File: src/rtl/ooo_pkg.sv
// ooo_pkg: definitions shared by the out-of-order core's result path.
//   CDB_DATA_W  : width of a result value (64)
//   CDB_VAL_W   : width of a broadcast value, data plus ready flag (65)
//   CDB_RDY_BIT : position of the ready flag inside a broadcast value (64)
//   rob_tag_w() : ROB tag width for a given ROB depth
//   cdb_pkt_t   : broadcast packet {tag, val} for the default ROB depth
package ooo_pkg;

    localparam int CDB_DATA_W  = 64;
    localparam int CDB_VAL_W   = CDB_DATA_W + 1;
    localparam int CDB_RDY_BIT = 64;

    // Tags span 0..rob_size so one code beyond the ROB range is available.
    function automatic int rob_tag_w(input int rob_size);
        return $clog2(rob_size + 1);
    endfunction

    localparam int ROB_SIZE_DEF  = 16;
    localparam int ROB_TAG_W_DEF = rob_tag_w(ROB_SIZE_DEF);

    typedef struct packed {
        logic [ROB_TAG_W_DEF-1:0] tag;
        logic [CDB_VAL_W-1:0]     val;
    } cdb_pkt_t;

endpackage

File: src/rtl/rr_arbiter.sv
// rr_arbiter: combinational round-robin picker.
//   i_req   : request vector, one bit per requester
//   i_ptr   : highest-priority index this cycle (must be < N)
//   o_grant : one-hot grant, zero when no request is set
//   o_idx   : encoded index of the granted requester (0 when none)
//   o_any   : a grant exists
// The first set request at or after i_ptr wins, wrapping modulo N.
module rr_arbiter #(
    parameter int N     = 4,
    parameter int IDX_W = (N > 1) ? $clog2(N) : 1
) (
    input  logic [N-1:0]     i_req,
    input  logic [IDX_W-1:0] i_ptr,
    output logic [N-1:0]     o_grant,
    output logic [IDX_W-1:0] o_idx,
    output logic             o_any
);

    logic [IDX_W:0]   w_sum;
    logic [IDX_W-1:0] w_cand;

    always_comb begin
        o_grant = '0;
        o_idx   = '0;
        o_any   = 1'b0;
        w_sum   = '0;
        w_cand  = '0;
        for (int i = 0; i < N; i++) begin
            // Candidate (ptr + i) mod N; one extra bit so the wrap compare
            // works for non-power-of-two N.
            w_sum = {1'b0, i_ptr} + (IDX_W+1)'(i);
            if (w_sum >= (IDX_W+1)'(N))
                w_sum = w_sum - (IDX_W+1)'(N);
            w_cand = w_sum[IDX_W-1:0];
            if (!o_any && i_req[w_cand]) begin
                o_any           = 1'b1;
                o_grant[w_cand] = 1'b1;
                o_idx           = w_cand;
            end
        end
    end

endmodule

File: src/rtl/cdb_arbiter.sv
// cdb_arbiter: round-robin arbiter for the common data bus.
//   clk_i, reset_i : clock, synchronous active-low reset
//   flush_i        : drop all held results and the pending broadcast
//   req_valid_i    : unit k offers a result this cycle
//   req_tag_i      : ROB tag of each offer
//   req_val_i      : 64-bit data of each offer
//   req_stall_o    : unit k must hold its offer (slot full and not granted)
//   cdb_ready_i    : ROB can take a broadcast; low freezes slots and pointer
//   cdbValid_o     : registered broadcast valid
//   cdbTag_o       : broadcast tag
//   cdbVal_o       : broadcast value, bit 64 set on every broadcast
//   cdbSrc_o       : index of the producer that was granted
// Each unit owns a one-entry slot. One slot is granted per cycle and its
// contents are registered onto the bus; a granted slot may be refilled in
// the same cycle, so a unit granted every cycle streams at full rate.
module cdb_arbiter
    import ooo_pkg::*;
#(
    parameter int NUM_REQ    = 4,
    parameter int ROBsize    = 16,
    parameter int ROBsizeLog = rob_tag_w(ROBsize)
) (
    input  logic                                  clk_i,
    input  logic                                  reset_i,
    input  logic                                  flush_i,
    input  logic [NUM_REQ-1:0]                    req_valid_i,
    input  logic [NUM_REQ-1:0][ROBsizeLog-1:0]    req_tag_i,
    input  logic [NUM_REQ-1:0][CDB_DATA_W-1:0]    req_val_i,
    output logic [NUM_REQ-1:0]                    req_stall_o,
    input  logic                                  cdb_ready_i,
    output logic                                  cdbValid_o,
    output logic [ROBsizeLog-1:0]                 cdbTag_o,
    output logic [CDB_VAL_W-1:0]                  cdbVal_o,
    output logic [$clog2(NUM_REQ)-1:0]            cdbSrc_o
);

    localparam int SRC_W = $clog2(NUM_REQ);

    // Slot state
    logic [NUM_REQ-1:0]                 r_slot_valid;
    logic [NUM_REQ-1:0][ROBsizeLog-1:0] r_slot_tag;
    logic [NUM_REQ-1:0][CDB_DATA_W-1:0] r_slot_val;
    logic [SRC_W-1:0]                   r_rr_ptr;

    // Broadcast register
    logic                               r_cdb_valid;
    logic [ROBsizeLog-1:0]              r_cdb_tag;
    logic [CDB_VAL_W-1:0]               r_cdb_val;
    logic [SRC_W-1:0]                   r_cdb_src;

    logic [NUM_REQ-1:0]                 w_arb_req;
    logic [NUM_REQ-1:0]                 w_grant;
    logic [SRC_W-1:0]                   w_grant_idx;
    logic                               w_grant_any;
    logic [NUM_REQ-1:0]                 w_stall;
    logic [NUM_REQ-1:0]                 w_load;
    logic [CDB_VAL_W-1:0]               w_bcast_val;
    logic [SRC_W-1:0]                   w_ptr_next;

    // Backpressure and flush both suppress the grant, which is what freezes
    // the slots and the pointer.
    assign w_arb_req = r_slot_valid & {NUM_REQ{cdb_ready_i & ~flush_i}};

    rr_arbiter #(
        .N     (NUM_REQ),
        .IDX_W (SRC_W)
    ) u_rr_arbiter (
        .i_req   (w_arb_req),
        .i_ptr   (r_rr_ptr),
        .o_grant (w_grant),
        .o_idx   (w_grant_idx),
        .o_any   (w_grant_any)
    );

    // Stall depends only on state and grant, never on req_valid_i. In the
    // flush cycle nothing is stalled: offers are dropped rather than held.
    assign w_stall     = flush_i ? '0 : (r_slot_valid & ~w_grant);
    assign w_load      = req_valid_i & ~w_stall;
    assign req_stall_o = w_stall;

    always_comb begin
        w_bcast_val = {1'b0, r_slot_val[w_grant_idx]};
        w_bcast_val[CDB_RDY_BIT] = 1'b1;
    end

    assign w_ptr_next = (w_grant_idx == SRC_W'(NUM_REQ-1)) ? '0
                                                           : w_grant_idx + 1'b1;

    // Slots: a load wins over the drain so drain+refill keeps the slot valid.
    always_ff @(posedge clk_i) begin
        if (!reset_i) begin
            r_slot_valid <= '0;
            r_slot_tag   <= '0;
            r_slot_val   <= '0;
        end else if (flush_i) begin
            r_slot_valid <= '0;
        end else begin
            for (int k = 0; k < NUM_REQ; k++) begin
                if (w_load[k]) begin
                    r_slot_valid[k] <= 1'b1;
                    r_slot_tag[k]   <= req_tag_i[k];
                    r_slot_val[k]   <= req_val_i[k];
                end else if (w_grant[k]) begin
                    r_slot_valid[k] <= 1'b0;
                end
            end
        end
    end

    // Pointer moves past the winner; untouched by flush.
    always_ff @(posedge clk_i) begin
        if (!reset_i)
            r_rr_ptr <= '0;
        else if (w_grant_any)
            r_rr_ptr <= w_ptr_next;
    end

    // Broadcast: tag/value/source keep their last values when idle.
    always_ff @(posedge clk_i) begin
        if (!reset_i) begin
            r_cdb_valid <= 1'b0;
            r_cdb_tag   <= '0;
            r_cdb_val   <= '0;
            r_cdb_src   <= '0;
        end else if (w_grant_any) begin
            r_cdb_valid <= 1'b1;
            r_cdb_tag   <= r_slot_tag[w_grant_idx];
            r_cdb_val   <= w_bcast_val;
            r_cdb_src   <= w_grant_idx;
        end else begin
            r_cdb_valid <= 1'b0;
        end
    end

    assign cdbValid_o = r_cdb_valid;
    assign cdbTag_o   = r_cdb_tag;
    assign cdbVal_o   = r_cdb_val;
    assign cdbSrc_o   = r_cdb_src;

endmodule

File: config.mk
export PLATFORM = sky130hd
export DESIGN_NAME = cdb_arbiter
export DESIGN_NICKNAME = d
export VERILOG_FILES = /design/src/rtl/ooo_pkg.sv /design/src/rtl/rr_arbiter.sv /design/src/rtl/cdb_arbiter.sv
export SDC_FILE = /design/constraint.sdc
export NUM_CORES = 1
export LEC_CHECK = 0
export CAP_MARGIN = 15
export CORE_UTILIZATION = 45
export DETAILED_ROUTE_END_ITERATION = 7
export PLACE_DENSITY = 0.72
export SLEW_MARGIN = 20
export SYNTH_ARGS = -nofsm -noshare
export SYNTH_HDL_FRONTEND = slang
export SYNTH_SLANG_ARGS = --single-unit
File: constraint.sdc
create_clock -name clk_i -period 4.35 [get_ports clk_i]
set_input_delay 0.87 -clock clk_i [delete_from_list [all_inputs] [get_ports clk_i]]
set_output_delay 0.87 -clock clk_i [all_outputs]
set_load 0.005 [all_outputs]
Yosys cells after proc, flatten, opt, wreduce, memory -nomap -nowiden
Cells that the tools add are included.
{"block": "classes", "n_reduce_logical": 19, "muxes": 47, "n_eq_ne": 1, "addsub": 8, "bitwise_logic": 11, "magnitude_cmp": 13}
{"op": "$bmux W64 S2", "n": 1}
{"op": "$mux W64", "n": 1}
{"op": "$mux W1", "n": 21}
{"op": "$mux W4", "n": 5}
{"op": "$mux W2", "n": 9}
{"op": "$lt A2 B3 Y1 const B", "n": 5}
{"op": "$and A4 B4 Y4", "n": 3}
{"op": "$or A4 B4 Y4", "n": 3}
{"op": "$bmux W5 S2", "n": 1}
{"op": "$ge A3 B3 Y1 const B", "n": 3}
{"op": "$bmux W1 S2", "n": 4}
{"op": "$demux W1 S2", "n": 4}
{"op": "$ge A2 B1 Y1 const B", "n": 4}
{"op": "$not A4 Y4", "n": 2}
{"op": "$reduce_and A2 Y1", "n": 4}
{"op": "$reduce_bool A2 Y1", "n": 4}
{"op": "$sub A2 B1 Y2 const B", "n": 4}
{"op": "$logic_and A1 B1 Y1", "n": 7}
{"op": "$add A2 B2 Y3 const B", "n": 2}
{"op": "$mux W5", "n": 1}
{"op": "$add A2 B1 Y3 const B", "n": 1}
{"op": "$ge A2 B3 Y1 const B", "n": 1}
{"op": "$logic_not A1 Y1", "n": 3}
{"op": "$add A2 B1 Y2 const B", "n": 1}
{"op": "4 further kinds", "n": 5}
{"block": "word_totals", "word_cells": 116, "out_inout_bits": 77, "register_bits": 355}

Longest topological paths before layout
Gate-level depths: netlist of run 1.
{"block": "logic_depth", "word_depth": 21, "ltp_mapped": 16, "ltp_nobuf": 11}

Modules after synthesis
A second synthesis of run 1 with hierarchy kept.
{"block": "hier_totals", "cells_unflattened": 1750, "hier_area_um2": 16637.2}
{"module": "cdb_arbiter", "cells_each": 1705, "area_per_inst_um2": 16215.6, "instances": 1, "seq_area_each_um2": 7106.8}
{"module": "rr_arbiter", "cells_each": 45, "area_per_inst_um2": 421.7, "instances": 1, "seq_area_each_um2": 0.0}

Worst setup path before layout of run 1
No wires, ideal clock.
{"block": "synth_path", "path_type": "reg2out", "start": "register r_rr_ptr[0]", "end": "output req_stall_o[0]", "required_ps": 3480, "setup_slack_ps": 328, "path_stages_with_launch": 12, "path_buffers": 3, "arrival_ps": 3152, "cell_sequence": "dfxtp_1 -> buf_2 -> buf_4 -> clkbuf_1 -> inv_1 -> ha_1 -> or3b_1 -> o22ai_1 -> a211oi_1 -> a221o_1 -> or2_2 -> nor2_1"}
{"block": "synth_via", "elab_chain_len": 17, "word_cells_on_any_way": 62, "classes_between": "add/sub: 7; order compare: 12; mux: 28; bitwise: 5; reduce/logical: 10"}
{"item": "from (decl)", "line_no": "cdb_arbiter.sv:43", "rtl": "logic [SRC_W-1:0] r_rr_ptr;"}
{"item": "from (signal assigned)", "line_no": "cdb_arbiter.sv:115", "rtl": "r_rr_ptr <= w_ptr_next;"}
{"item": "parallel branches: the longest is 13 deep, another holds $add A2 B1 Y3"}
{"item": "$mux W4 (*)", "line_no": "rr_arbiter.sv:35", "rtl": "if (!o_any && i_req[w_cand]) begin"}
{"item": "$not A4 Y4 (*)", "line_no": "cdb_arbiter.sv:77", "rtl": "assign w_stall = flush_i ? '0 : (r_slot_valid & ~w_grant);"}
{"item": "$and A4 B4 Y4 (*)", "line_no": "cdb_arbiter.sv:77"}
{"item": "$mux W4 (*)", "line_no": "cdb_arbiter.sv:77"}
{"item": "to (decl)", "line_no": "cdb_arbiter.sv:29", "rtl": "output logic [NUM_REQ-1:0] req_stall_o,"}
Mark *: on every way between the ends. The select of a mux whose other input is x is not followed.

Worst setup path after layout of run 1
{"block": "layout_path", "start": "input cdb_ready_i", "end": "output req_stall_o[1]"}
{"block": "layout_via", "elab_chain_len": 17, "word_cells_on_any_way": 29, "classes_between": "mux: 16; bitwise: 7; reduce/logical: 6"}
{"item": "from (decl)", "line_no": "cdb_arbiter.sv:30", "rtl": "input logic cdb_ready_i,"}
{"item": "$and A1 B1 Y1 (*)", "line_no": "cdb_arbiter.sv:62", "rtl": "assign w_arb_req = r_slot_valid & {NUM_REQ{cdb_ready_i & ~flush_i}};"}
{"item": "$and A4 B4 Y4 (*)", "line_no": "cdb_arbiter.sv:62"}
{"item": "$bmux W1 S2", "line_no": "rr_arbiter.sv:35"}
{"item": "$mux W1 (not written as such)", "line_no": "rr_arbiter.sv:35"}
{"item": "$mux W1", "line_no": "rr_arbiter.sv:35"}
{"item": "$logic_not A1 Y1", "line_no": "rr_arbiter.sv:35"}
{"item": "$logic_and A1 B1 Y1", "line_no": "rr_arbiter.sv:35"}
{"item": "$mux W1", "line_no": "rr_arbiter.sv:35"}
{"item": "$logic_not A1 Y1", "line_no": "rr_arbiter.sv:35"}
{"item": "$logic_and A1 B1 Y1", "line_no": "rr_arbiter.sv:35"}
{"item": "$mux W1", "line_no": "rr_arbiter.sv:35"}
{"item": "$logic_not A1 Y1", "line_no": "rr_arbiter.sv:35"}
{"item": "$logic_and A1 B1 Y1", "line_no": "rr_arbiter.sv:35"}
{"item": "$mux W4 (*)", "line_no": "rr_arbiter.sv:35"}
{"item": "$not A4 Y4 (*)", "line_no": "cdb_arbiter.sv:77"}
{"item": "$and A4 B4 Y4 (*)", "line_no": "cdb_arbiter.sv:77"}
{"item": "$mux W4 (*)", "line_no": "cdb_arbiter.sv:77"}
Mark *: on every way between the ends. The rest lies on a longest branch, timed or not. The select of a mux whose other input is x is not followed.

==> out/metrics.csv, run 1 <==
stage,metric,value,unit
critical_path,CP required,3.48,ns
critical_path,r2r endpoint,cdbVal_o[47],
timing,measured slew at the worst slew-check pin,1.10,ns
floorplanning,width of the die,194,um
route,Remaining DRCs,0,
placement,Cells after DPL,2737,
critical_path,Critical Path AT,3.31,ns
floorplanning,total core area,36500,um^2
yosys,largest area contributor in the netlist,dfxtp_1,
hold_path,hold path cells,2,
clocking,CTS sink cnt,355,
critical_path,reg2reg path depth,10,
critical_path,flop-to-flop setup slack,0.65,ns
route,Wirelength per Cell,20.7,um
placement,PortBufs,360,
yosys,"Primary FF master, synth",dfxtp_1,
timing,final setup vio count,0,
clocking,Clock Path Buffers,3,
layout,layout cells sized above 1,9.40,%
timing,Fin. Hold Viols,0,
global_route,grt total ovfl,0,
clocking,CTS Buf Count,40,
clocking,CTS root buf,clkbuf_16,
hold_path,min-delay src,r_slot_tag[6],
critical_path,CP Launch Type,primary input,
layout,area grow syn2layout,32.6,%
global_route,aggregate global-route resource usage,29.7,%
hold_path,Worst Hold End,r_slot_tag[6],
layout,area of the multi-input gates,8700,um^2
route,initial DRC count,1169,
route,Pre-antenna DRT Iters,6,
floorplanning,Initial Util,45.5,%
timing,Min Hold Slack,0.467,ns
yosys,mapped cell area,16600,um^2
timing,RSZ-0062 raised after global routing,false,
yosys,syn_area_per_cell,8.16,um^2
floorplanning,Die ar.,37700,um^2
placement,GP Congestion,0.876,
yosys,synthesized instance count,2038,
clocking,clk_lat worst skew,0.54,ns
power_and_ir_drop,leak pwr,0.00825,uW
outcome,status,finished clean,
yosys,"count leader, synth",nand2_1,
clocking,H-tree depth,2,
hold_path,hold crit path type,reg2reg,
yosys,sequential element share of the synthesized area,42.7,%
route,via/cell ratio,5.82,
global_route,largest net degree at the start of global routing,236,
floorplanning,die span in y,194,um
layout,Final Cell Area,22100,um^2
global_route,vias in the first global route,16100,
timing,Final min period,4.18,ns
critical_path,"Max FO, Critical Path",18,
timing,fin. max-slew vios,0,
timing,Worst Skew,0.00780,ns
global_route,first-pass GRT wire length,88.5,mm
job,max-cap violations,0,
placement,hpwl dp,37.4,mm
layout,Layout fillers,3226,
critical_path,Crit. End Element,output pin,
global_route,initial antenna violation count,2,
clocking,Setup Buffers After CTS,0,
yosys,Synth top area share,42.7,%
critical_path,Setup CP Type,in2out,
layout,ANT cells,0,
yosys,"Async S/R FF share, synth",0,%
yosys,synth unique cells,49,
layout,Final Non-Filler Cells,2809,
yosys,Syn. warnings,0,
route,Post-Route WL,58.1,mm
power_and_ir_drop,Max VDD drop,0.000338,V
timing,Tcrit/Tclk final,96.0,%
power_and_ir_drop,Design Power,8210,uW
floorplanning,Core Rows,70,
yosys,"top cells by count, synth","nand2_1 (396), dfxtp_1 (355), nand3_1 (297)",
yosys,"EDFF count, synth",0,
layout,Final Net Count,2604,
floorplanning,Top Ports,361,
clocking,Worst-path clk slew,0.06,ns
yosys,Post-Syn Nets,2331,
timing,max_slew headroom,26.8,%
yosys,"flops & latches, synth",355,
route,total number of vias,16300,
clocking,CTS tree,yes,
timing,Fmax,239,MHz
placement,Placed Area,20700,um^2
yosys,"top cells by area, synth","dfxtp_1 (43%), nand2_1 (8.9%), nand3_1 (8.9%)",
critical_path,worst reg2reg path startpoint,r_rr_ptr[0],
power_and_ir_drop,Power Density,372,nW/um^2
layout,register area,7110,um^2
route,DRT antenna net count,0,
area by class of cell:
class                   instances  area share [%]
multi-input cells            1477            39.4
flip-flops and latches        355            32.2
repair buffers                423            19.3
clock buffers                  56            5.18
well taps                     468            2.66
clock inverters                16           0.970
inverters                      14           0.238
logic make-up (layout without fill, tap and decap cells):
logic type	count (synthesis)	in the layout	synth area share, %
AOI/OAI and AO/OA	564	564	21.4
muxes	151	151	9.67
buffers and inverters	206	509	5.64
adders and majority gates	9	9	0.677
DFF	355	355	42.7
and+or+nand+nor	753	753	19.9
power by group:
part | switching (uW) | internal (uW) | total (uW)
combinational | 612 | 548 | 1160
clock | 1380 | 2130 | 3510
sequential | 121 | 3410 | 3530
cell usage in the layout, fill, tap and decap left out, types with 18 or more instances in the layout:
| master | n |
|---|---|
| a211oi_1 | 36 |
| a21o_1 | 23 |
| a21oi_1 | 35 |
| a221oi_1 | 18 |
| a22oi_1 | 45 |
| buf_4 | 49 |
| clkbuf_16 | 41 |
| clkdlybuf4s50_1 | 356 |
| dfxtp_1 | 354 |
| mux2_2 | 65 |
| mux2i_1 | 83 |
| nand2_1 | 395 |
| nand3_1 | 296 |
| o211ai_1 | 53 |
| o21ai_0 | 268 |
| o221ai_1 | 45 |
flip-flops by register name, summed over array words and instances (netlist names):
register / count
cdbVal_o: 65
r_slot_tag: 20
cdbSrc_o: 2
cdbTag_o: 5
r_slot_valid: 4
cdbValid_o: 1
r_slot_val: 256
r_rr_ptr: 2
through the flow:
stage / setup WS, ns / TNS, ns / util, %
global route: 0.0507 / 0 / 60.4
detailed placement: -0.110 / -1.27 / 56.6
floorplan: 0.328 / 0 / -
CTS: 0.00894 / 0 / 60.4
global placement: -0.0160 / -0.0160 / 56.6
finish: 0.172 / 0 / 60.4
critical path, cell delays in order:
cell and delay (ns):
clkdlybuf4s50_1 0.50, or3b_1 0.37, o22a_1 0.22, and2_2 0.24, buf_6 0.18, nand2_1 0.12
nand4_1 0.15, nor2_1 0.14, clkdlybuf4s50_1 0.51
routing by layer:
layer | GRT usage [%] | wire length, um
met5 | 0 | 28
met4 | 13.0 | 2100
met3 | 5.77 | 4220
met2 | 48.6 | 26800
met1 | 37.9 | 25000
how the worst max path moves through the flow:
stage	end	from
2_1_floorplan	req_stall_o[0]	r_rr_ptr[0]
3_3_place_gp	req_stall_o[3]	cdb_ready_i
3_5_place_dp	cdbVal_o[47]	flush_i
4_1_cts	req_stall_o[0]	cdb_ready_i
5_1_grt	req_stall_o[1]	cdb_ready_i
6_report	req_stall_o[1]	cdb_ready_i
what timing repair did:
| action | CTS | global route |
|---|---|---|
| hold buffers | 0 | 0 |
| pin swaps | 0 | 1 |
| gates resized for setup | 6 | 2 |
| hold endpoints to repair | 0 | 0 |
| setup endpoints to repair | 3 | 2 |
Note: power is estimated with default switching activity, not from simulation.
==> run 2: changes to the inputs <==
--- a/config.mk
+++ b/config.mk
@@ -5,10 +5,12 @@
 export SDC_FILE = /design/constraint.sdc
 export NUM_CORES = 1
 export LEC_CHECK = 0
+export ABC_AREA = 1
+export ABC_CLOCK_PERIOD_IN_PS = 4090
 export CAP_MARGIN = 15
 export CORE_UTILIZATION = 45
 export DETAILED_ROUTE_END_ITERATION = 7
-export PLACE_DENSITY = 0.72
+export PLACE_DENSITY = 0.71
 export SLEW_MARGIN = 20
 export SYNTH_ARGS = -nofsm -noshare
 export SYNTH_HDL_FRONTEND = slang
==> constraint.sdc (replaced) <==
create_clock -name clk_i -period 4.09 [get_ports clk_i]
set_input_delay 0.818 -clock clk_i [delete_from_list [all_inputs] [get_ports clk_i]]
set_output_delay 0.818 -clock clk_i [all_outputs]
set_load 0.005 [all_outputs]
==> run 2 against run 1 <==
  * Count of clock-buffer cells in the layout decreased by 3
  * Sequential power increased by 21%
  * Critical path type unchanged
  * First-iteration DRC count increased by 52%
  * Clock skew increased by 0.018 ns
  * Synthesized cell count increased by 42%
  * Routed wire length increased by 4.9%
  * Final area increased by 6.1%
==> out/metrics.csv, run 2 <==
stage,metric,value,unit,change
outcome,status,finished clean,,unchanged
timing,RSZ-0062 raised after global routing,false,,unchanged
yosys,"count leader, synth",nand2_1,,unchanged
job,max-cap violations,0,,unchanged
route,Pre-antenna DRT Iters,5,,was 6
route,DRT antenna net count,0,,unchanged
critical_path,Critical Path AT,3.13,ns,was 3.31 ns
route,total number of vias,18700,,was 16300
timing,fin. max-slew vios,0,,unchanged
yosys,syn_area_per_cell,6.37,um^2,was 8.16 um^2
yosys,sequential element share of the synthesized area,38.6,%,was 42.7%
timing,measured slew at the worst slew-check pin,0.957,ns,was 1.10 ns
yosys,"top cells by area, synth","dfxtp_1 (39%), nand2_1 (13%), nand3_1 (12%)",,"was dfxtp_1 (43%), nand2_1 (8.9%), nand3_1 (8.9%)"
yosys,mapped cell area,18400,um^2,was 16600 um^2
yosys,largest area contributor in the netlist,dfxtp_1,,unchanged
timing,final setup TNS,0,ns,unchanged
global_route,vias in the first global route,17000,,was 16100
power_and_ir_drop,part of the power in the clock network,22.1,%,was 42.8%
floorplanning,width of the die,204,um,was 194 um
floorplanning,Initial Util,46.0,%,was 45.5%
clocking,Worst-path clk slew,0.06,ns,about the same
floorplanning,total core area,40000,um^2,was 36500 um^2
yosys,"Async S/R FF share, synth",0,%,unchanged
floorplanning,Top Ports,361,,unchanged
critical_path,worst reg2reg path startpoint,r_rr_ptr[1],,was r_rr_ptr[0]
floorplanning,die span in y,204,um,was 194 um
layout,fin util,58.5,%,was 60.4%
power_and_ir_drop,Seq pwr share,26.4,%,was 43.1%
clocking,Clock Path Buffers,3,,unchanged
power_and_ir_drop,leak pwr,0.0113,uW,was 0.00825 uW
yosys,synth unique cells,28,,was 49
hold_path,min-delay src,cdbVal_o[64],,was r_slot_tag[6]
yosys,"EDFF count, synth",0,,unchanged
critical_path,Crit. End Element,output pin,,unchanged
placement,Cells after DPL,3585,,was 2737
timing,Worst Skew,0.0262,ns,was 0.00780 ns
global_route,initial antenna violation count,2,,unchanged
timing,final setup vio count,0,,unchanged
timing,Tcrit/Tclk final,96.5,%,
yosys,"flops & latches, synth",355,,unchanged
power_and_ir_drop,P_sw,7280,uW,was 2120 uW
yosys,Post-Syn Nets,3180,,was 2331
layout,number of flip-flops in the largest register,256,,unchanged
yosys,"Primary FF master, synth",dfxtp_1,,unchanged
critical_path,reg2reg path depth,15,,was 10
critical_path,CP Launch Type,primary input,,unchanged
floorplanning,Die ar.,41700,um^2,was 37700 um^2
placement,hpwl dp,40.3,mm,was 37.4 mm
global_route,largest net degree at the start of global routing,161,,was 236
yosys,Syn. warnings,0,,unchanged
timing,Final min period,3.95,ns,
timing,Fin. Hold Viols,0,,unchanged
clocking,CTS root buf,clkbuf_16,,unchanged
critical_path,"Max FO, Critical Path",9,,was 18
layout,Final Non-Filler Cells,3656,,was 2809
route,Wirelength per Cell,16.7,um,was 20.7 um
clocking,CTS Buf Count,41,,was 40
critical_path,CP required,3.27,ns,was 3.48 ns
critical_path,r2r endpoint,cdbVal_o[5],,was cdbVal_o[47]
yosys,Synth top area share,38.6,%,was 42.7%
route,initial DRC count,1782,,was 1169
global_route,grt total ovfl,0,,unchanged
timing,max_slew headroom,36.2,%,was 26.8%
global_route,first-pass GRT wire length,95.0,mm,was 88.5 mm
clocking,clk_lat worst skew,0.56,ns,was 0.54 ns
clocking,CTS tree,yes,,unchanged
hold_path,hold crit path type,reg2reg,,unchanged
clocking,Setup Buffers After CTS,0,,unchanged
clocking,CTS sink cnt,355,,unchanged
hold_path,Worst Hold End,cdbVal_o[64],,was r_slot_tag[6]
yosys,"top cells by count, synth","nand2_1 (643), nand3_1 (454), inv_1 (452)",,"was nand2_1 (396), dfxtp_1 (355), nand3_1 (297)"
power_and_ir_drop,switch share,45.1,%,was 25.8%
power_and_ir_drop,Max VDD drop,0.000792,V,was 0.000338 V
route,Post-Route WL,61.0,mm,was 58.1 mm
hold_path,hold path cells,2,,unchanged
clocking,H-tree depth,2,,unchanged
power_and_ir_drop,Power Density,689,nW/um^2,was 372 nW/um^2
layout,Biggest register,r_slot_val,,unchanged
layout,most frequent cells in the layout,"nand2_1 (639), nand3_1 (454), inv_1 (452)",,"was nand2_1 (395), clkdlybuf4s50_1 (356), dfxtp_1 (354)"
layout,layout cells sized above 1,5.40,%,was 9.40%
layout,area grow syn2layout,27.2,%,was 32.6%
power_and_ir_drop,Gate power share,51.4,%,was 14.1%
global_route,aggregate global-route resource usage,28.7,%,was 29.7%
power_and_ir_drop,internal power of the cells,8850,uW,was 6090 uW
route,Remaining DRCs,0,,unchanged
critical_path,flop-to-flop setup slack,1.03,ns,was 0.65 ns
layout,Final Net Count,3396,,was 2604
placement,PortBufs,360,,unchanged
floorplanning,Core Rows,73,,was 70
layout,"commonest non-fill, non-tap cell in the layout",nand2_1,,unchanged
yosys,synthesized instance count,2887,,was 2038
placement,GP Congestion,0.927,,was 0.876
route,via/cell ratio,5.11,,was 5.82
timing,Fmax,253,MHz,
critical_path,Setup CP Type,in2out,,unchanged
run 2: worst max path at each step:
stage | startpoint | to | slack (ns) | cells after the start
2_1_floorplan | flush_i | req_stall_o[1] | 1.02 | 14
3_3_place_gp | cdb_ready_i | req_stall_o[2] | 0.06 | 12
3_5_place_dp | cdb_ready_i | req_stall_o[3] | 0.06 | 12
4_1_cts | cdb_ready_i | req_stall_o[3] | 0.06 | 12
5_1_grt | flush_i | req_stall_o[1] | 0.04 | 13
6_report | flush_i | req_stall_o[3] | 0.14 | 13
run 2: metrics by stage:
step / cell area [um^2] / total power [uW] / hold WS [ns] / setup WS, ns
6_report: 23400 / 16100 / 0.449 / 0.144
5_1_grt: 23400 / 17200 / 0.457 / 0.0411
4_1_cts: 23400 / 16100 / 0.450 / 0.0559
3_5_place_dp: 22100 / 12500 / 0.440 / 0.0613
3_3_place_gp: 22100 / 12400 / 0.435 / 0.0603
2_1_floorplan: 18400 / 9500 / 0.439 / 1.02
run 2: what timing repair did:
item	CTS	global route
gates resized for setup	0	5
setup endpoints to repair	0	4
hold buffers	0	0
run 2: area by class of cell:
class	count	area (um^2)
clock inverters	17	145
flip-flops and latches	355	7110
diodes	1	2.50
fillers	3892	16600
repair buffers	395	4070
multi-input cells	1852	8540
inverters	458	1720
clock buffers	53	1150
well taps	525	657
run 2: critical path: stages:
cell and delay (ns):
clkdlybuf4s50_1 0.52, inv_6 0.13, nand3_1 0.10, nand2_1 0.12, nand3_2 0.11, nand2_4 0.14, inv_2 0.07, nand4_2 0.09
inv_2 0.08, a21oi_2 0.17, nand2_4 0.08, nor2_1 0.17, clkdlybuf4s50_1 0.54
run 2: logic make-up (layout without fill, tap and decap cells):
group / Yosys count / count (layout) / share of synthesized area [%]
AND/OR/NAND/NOR: 1483 / 1483 / 35.1
buffers and inverters: 680 / 923 / 15.4
flip-flops: 355 / 355 / 38.6
other: 0 / 1 / 0
adder cells (fa/ha/maj): 9 / 9 / 0.612
AO/OA/AOI/OAI: 360 / 360 / 10.2
run 2: per-layer routing:
metal  vias to the layer above  track usage, %  part of all wire, %
met5                         -               0                    0
met4                         0            9.57                  3.1
met3                        93            4.74                  8.3
met2                       742            40.7                   41
met1                      8463            43.4                   47
li1                       9392               -                    -
run 2: power by group through the flow:
stage	Combinational [uW]	Clock, uW	Sequential (uW)
global route	9100	3760	4310
finish	8290	3570	4260
CTS	8210	3610	4260
global placement	8080	0	4310
floorplan	5230	0	4270
detailed placement	8160	0	4330
==> run 3: changes to the inputs <==
--- a/config.mk
+++ b/config.mk
@@ -10,8 +10,10 @@
 export CAP_MARGIN = 15
 export CORE_UTILIZATION = 45
 export DETAILED_ROUTE_END_ITERATION = 7
+export MAX_ROUTING_LAYER = met4
 export PLACE_DENSITY = 0.71
-export SLEW_MARGIN = 20
+export SKIP_LAST_GASP = 1
+export SLEW_MARGIN = 15
 export SYNTH_ARGS = -nofsm -noshare
 export SYNTH_HDL_FRONTEND = slang
 export SYNTH_SLANG_ARGS = --single-unit
==> run 3 against run 2 <==
  * Total power increased by 0.47%
  * Critical endpoint unchanged
  * Non-clock buffer count grew 3
  * Core utilization barely moved
  * Via count is 0.23% higher
  * Global-route usage grew 0.84 points
  * Clock skew down 0.011 ns
  * Count of clock-buffer cells in the layout up 11
  * First-iteration DRC count shrank 0.84%
  * Cell count rose by 0.16%
  * Critical path type unchanged
  * Worst setup slack lost 0.052 ns
  * Die area unchanged
  * Highest routed layer unchanged
==> out/metrics.csv, run 3 (synthesized netlist as in run 2, its figures left out) <==
stage,metric,value,unit,change
critical_path,flop-to-flop setup slack,0.79,ns,was 1.03 ns
layout,register area,7110,um^2,unchanged
hold_path,min-delay src,cdbVal_o[64],,unchanged
power_and_ir_drop,Design Power,16200,uW,was 16100 uW
route,via/cell ratio,5.12,,was 5.11
critical_path,"Max FO, Critical Path",9,,unchanged
critical_path,CP Launch Type,primary input,,unchanged
clocking,H-tree depth,2,,unchanged
clocking,CTS tree,yes,,unchanged
timing,measured slew at the worst slew-check pin,0.946,ns,was 0.957 ns
global_route,vias in the first global route,16900,,was 17000
timing,Min Hold Slack,0.442,ns,was 0.449 ns
critical_path,Critical Path AT,3.18,ns,was 3.13 ns
job,max-cap violations,0,,unchanged
floorplanning,Core Rows,73,,unchanged
placement,PortBufs,360,,unchanged
layout,"commonest non-fill, non-tap cell in the layout",nand2_1,,unchanged
layout,area of the multi-input gates,8530,um^2,was 8540 um^2
hold_path,hold crit path type,reg2reg,,unchanged
clocking,CTS sink cnt,355,,unchanged
power_and_ir_drop,Max VDD drop,0.000786,V,was 0.000792 V
global_route,initial antenna violation count,2,,unchanged
timing,RSZ-0062 raised after global routing,true,,was false
hold_path,hold path cells,2,,unchanged
clocking,clk_lat worst skew,0.56,ns,about the same
outcome,status,finished clean,,unchanged
timing,fin. max-slew vios,0,,unchanged
layout,Biggest register,r_slot_val,,unchanged
power_and_ir_drop,leak pwr,0.0113,uW,about the same
critical_path,worst reg2reg path startpoint,r_rr_ptr[1],,unchanged
route,Remaining DRCs,0,,unchanged
route,Wirelength per Cell,16.8,um,was 16.7 um
clocking,post-cts hold buffer count,0,,unchanged
floorplanning,Die ar.,41700,um^2,unchanged
layout,fin util,58.5,%,about the same
timing,max_slew headroom,36.9,%,was 36.2%
route,Pre-antenna DRT Iters,7,,was 5
floorplanning,width of the die,204,um,unchanged
placement,hpwl dp,40.8,mm,was 40.3 mm
route,total number of vias,18700,,about the same
timing,Fin. Hold Viols,0,,unchanged
timing,Final min period,4.00,ns,was 3.95 ns
hold_path,Worst Hold End,cdbVal_o[64],,unchanged
layout,most frequent cells in the layout,"nand2_1 (639), nand3_1 (454), inv_1 (452)",,unchanged
global_route,aggregate global-route resource usage,29.6,%,was 28.7%
critical_path,r2r endpoint,r_slot_val[236],,was cdbVal_o[5]
layout,area grow syn2layout,27.2,%,about the same
timing,Fmax,250,MHz,was 253 MHz
critical_path,Setup CP Type,in2out,,unchanged
floorplanning,total core area,40000,um^2,unchanged
timing,final setup TNS,0,ns,unchanged
floorplanning,die span in y,204,um,unchanged
route,DRT antenna net count,0,,unchanged
timing,final setup vio count,0,,unchanged
layout,number of flip-flops in the largest register,256,,unchanged
route,initial DRC count,1767,,was 1782
critical_path,reg2reg path depth,14,,was 15
clocking,Worst-path clk slew,0.06,ns,about the same
timing,Tcrit/Tclk final,97.8,%,was 96.5%
global_route,largest net degree at the start of global routing,181,,was 161
route,Post-Route WL,61.4,mm,was 61.0 mm
layout,Final Net Count,3398,,was 3396
floorplanning,Initial Util,46.0,%,unchanged
floorplanning,Top Ports,361,,unchanged
critical_path,CP required,3.27,ns,about the same
global_route,grt total ovfl,0,,unchanged
clocking,CTS root buf,clkbuf_16,,unchanged
critical_path,Crit. End Element,output pin,,unchanged
timing,Worst Skew,0.0147,ns,was 0.0262 ns
clocking,CTS Buf Count,40,,was 41
layout,layout cells sized above 1,5.39,%,was 5.40%
global_route,first-pass GRT wire length,94.6,mm,was 95.0 mm
power_and_ir_drop,Power Density,693,nW/um^2,was 689 nW/um^2
clocking,Clock Path Buffers,3,,unchanged
layout,Layout fillers,3949,,was 3892
placement,GP Congestion,0.931,,was 0.927
run 3: how the worst max path moves through the flow:
stage               startpoint             end  slack, ns  depth (start not counted)
finish                 flush_i  req_stall_o[3]       0.09                         13
global route           flush_i  req_stall_o[3]      -0.01                         13
CTS                    flush_i  req_stall_o[0]       0.07                         13
detailed placement     flush_i  req_stall_o[0]       0.07                         13
global placement       flush_i  req_stall_o[2]       0.07                         13
floorplan              flush_i  req_stall_o[1]       1.02                         14
run 3: what timing repair did:
action	CTS	global route
hold endpoints to repair	0	0
buffers inserted	0	0
gates resized for setup	0	3
endpoints found under the setup margin	0	3
run 3: area by class of cell:
class	instances	area share, %
Timing Repair Buffer	398	17.2
Inverter	458	7.37
Tap cell	525	2.81
Antenna cell	1	0.0107
Clock inverter	9	0.358
Multi-Input combinational cell	1852	36.5
Sequential cell	355	30.4
Clock buffer	64	5.35
run 3: critical path, cell delays in order:
cell and delay, ns:
clkdlybuf4s50_1 0.53, inv_6 0.14, nand3_2 0.08, nand2_2 0.10, nand3_4 0.11, nand2_4 0.17
inv_2 0.07, nand4_2 0.09, inv_2 0.07, a21oi_1 0.23, nand2_4 0.08, nor2_1 0.15
clkdlybuf4s50_1 0.53
run 3: power by group:
part	internal, uW	switching [uW]	leakage (uW)
registers	3980	289	0.00293
clock network	2170	1490	0.000660
logic	2720	5560	0.00771
run 3: routing by layer:
| metal | vias to the layer above | GRT usage (%) | wire (um) |
|---|---|---|---|
| li1 | 9398 | - | - |
| met1 | 8564 | 43.6 | 29500 |
| met2 | 702 | 41.4 | 25900 |
| met3 | 69 | 4.18 | 4790 |
| met4 | 0 | 8.37 | 1300 |
| met5 | - | - | 0 |
run 3: per-stage QoR:
step	worst slack, ns	std cells	instance area (um^2)
global route	-0.0125	3662	23400
finish	0.0918	3662	23400
floorplan	1.02	2887	18400
detailed placement	0.0687	3588	22000
CTS	0.0690	3661	23400
global placement	0.0674	3588	22000
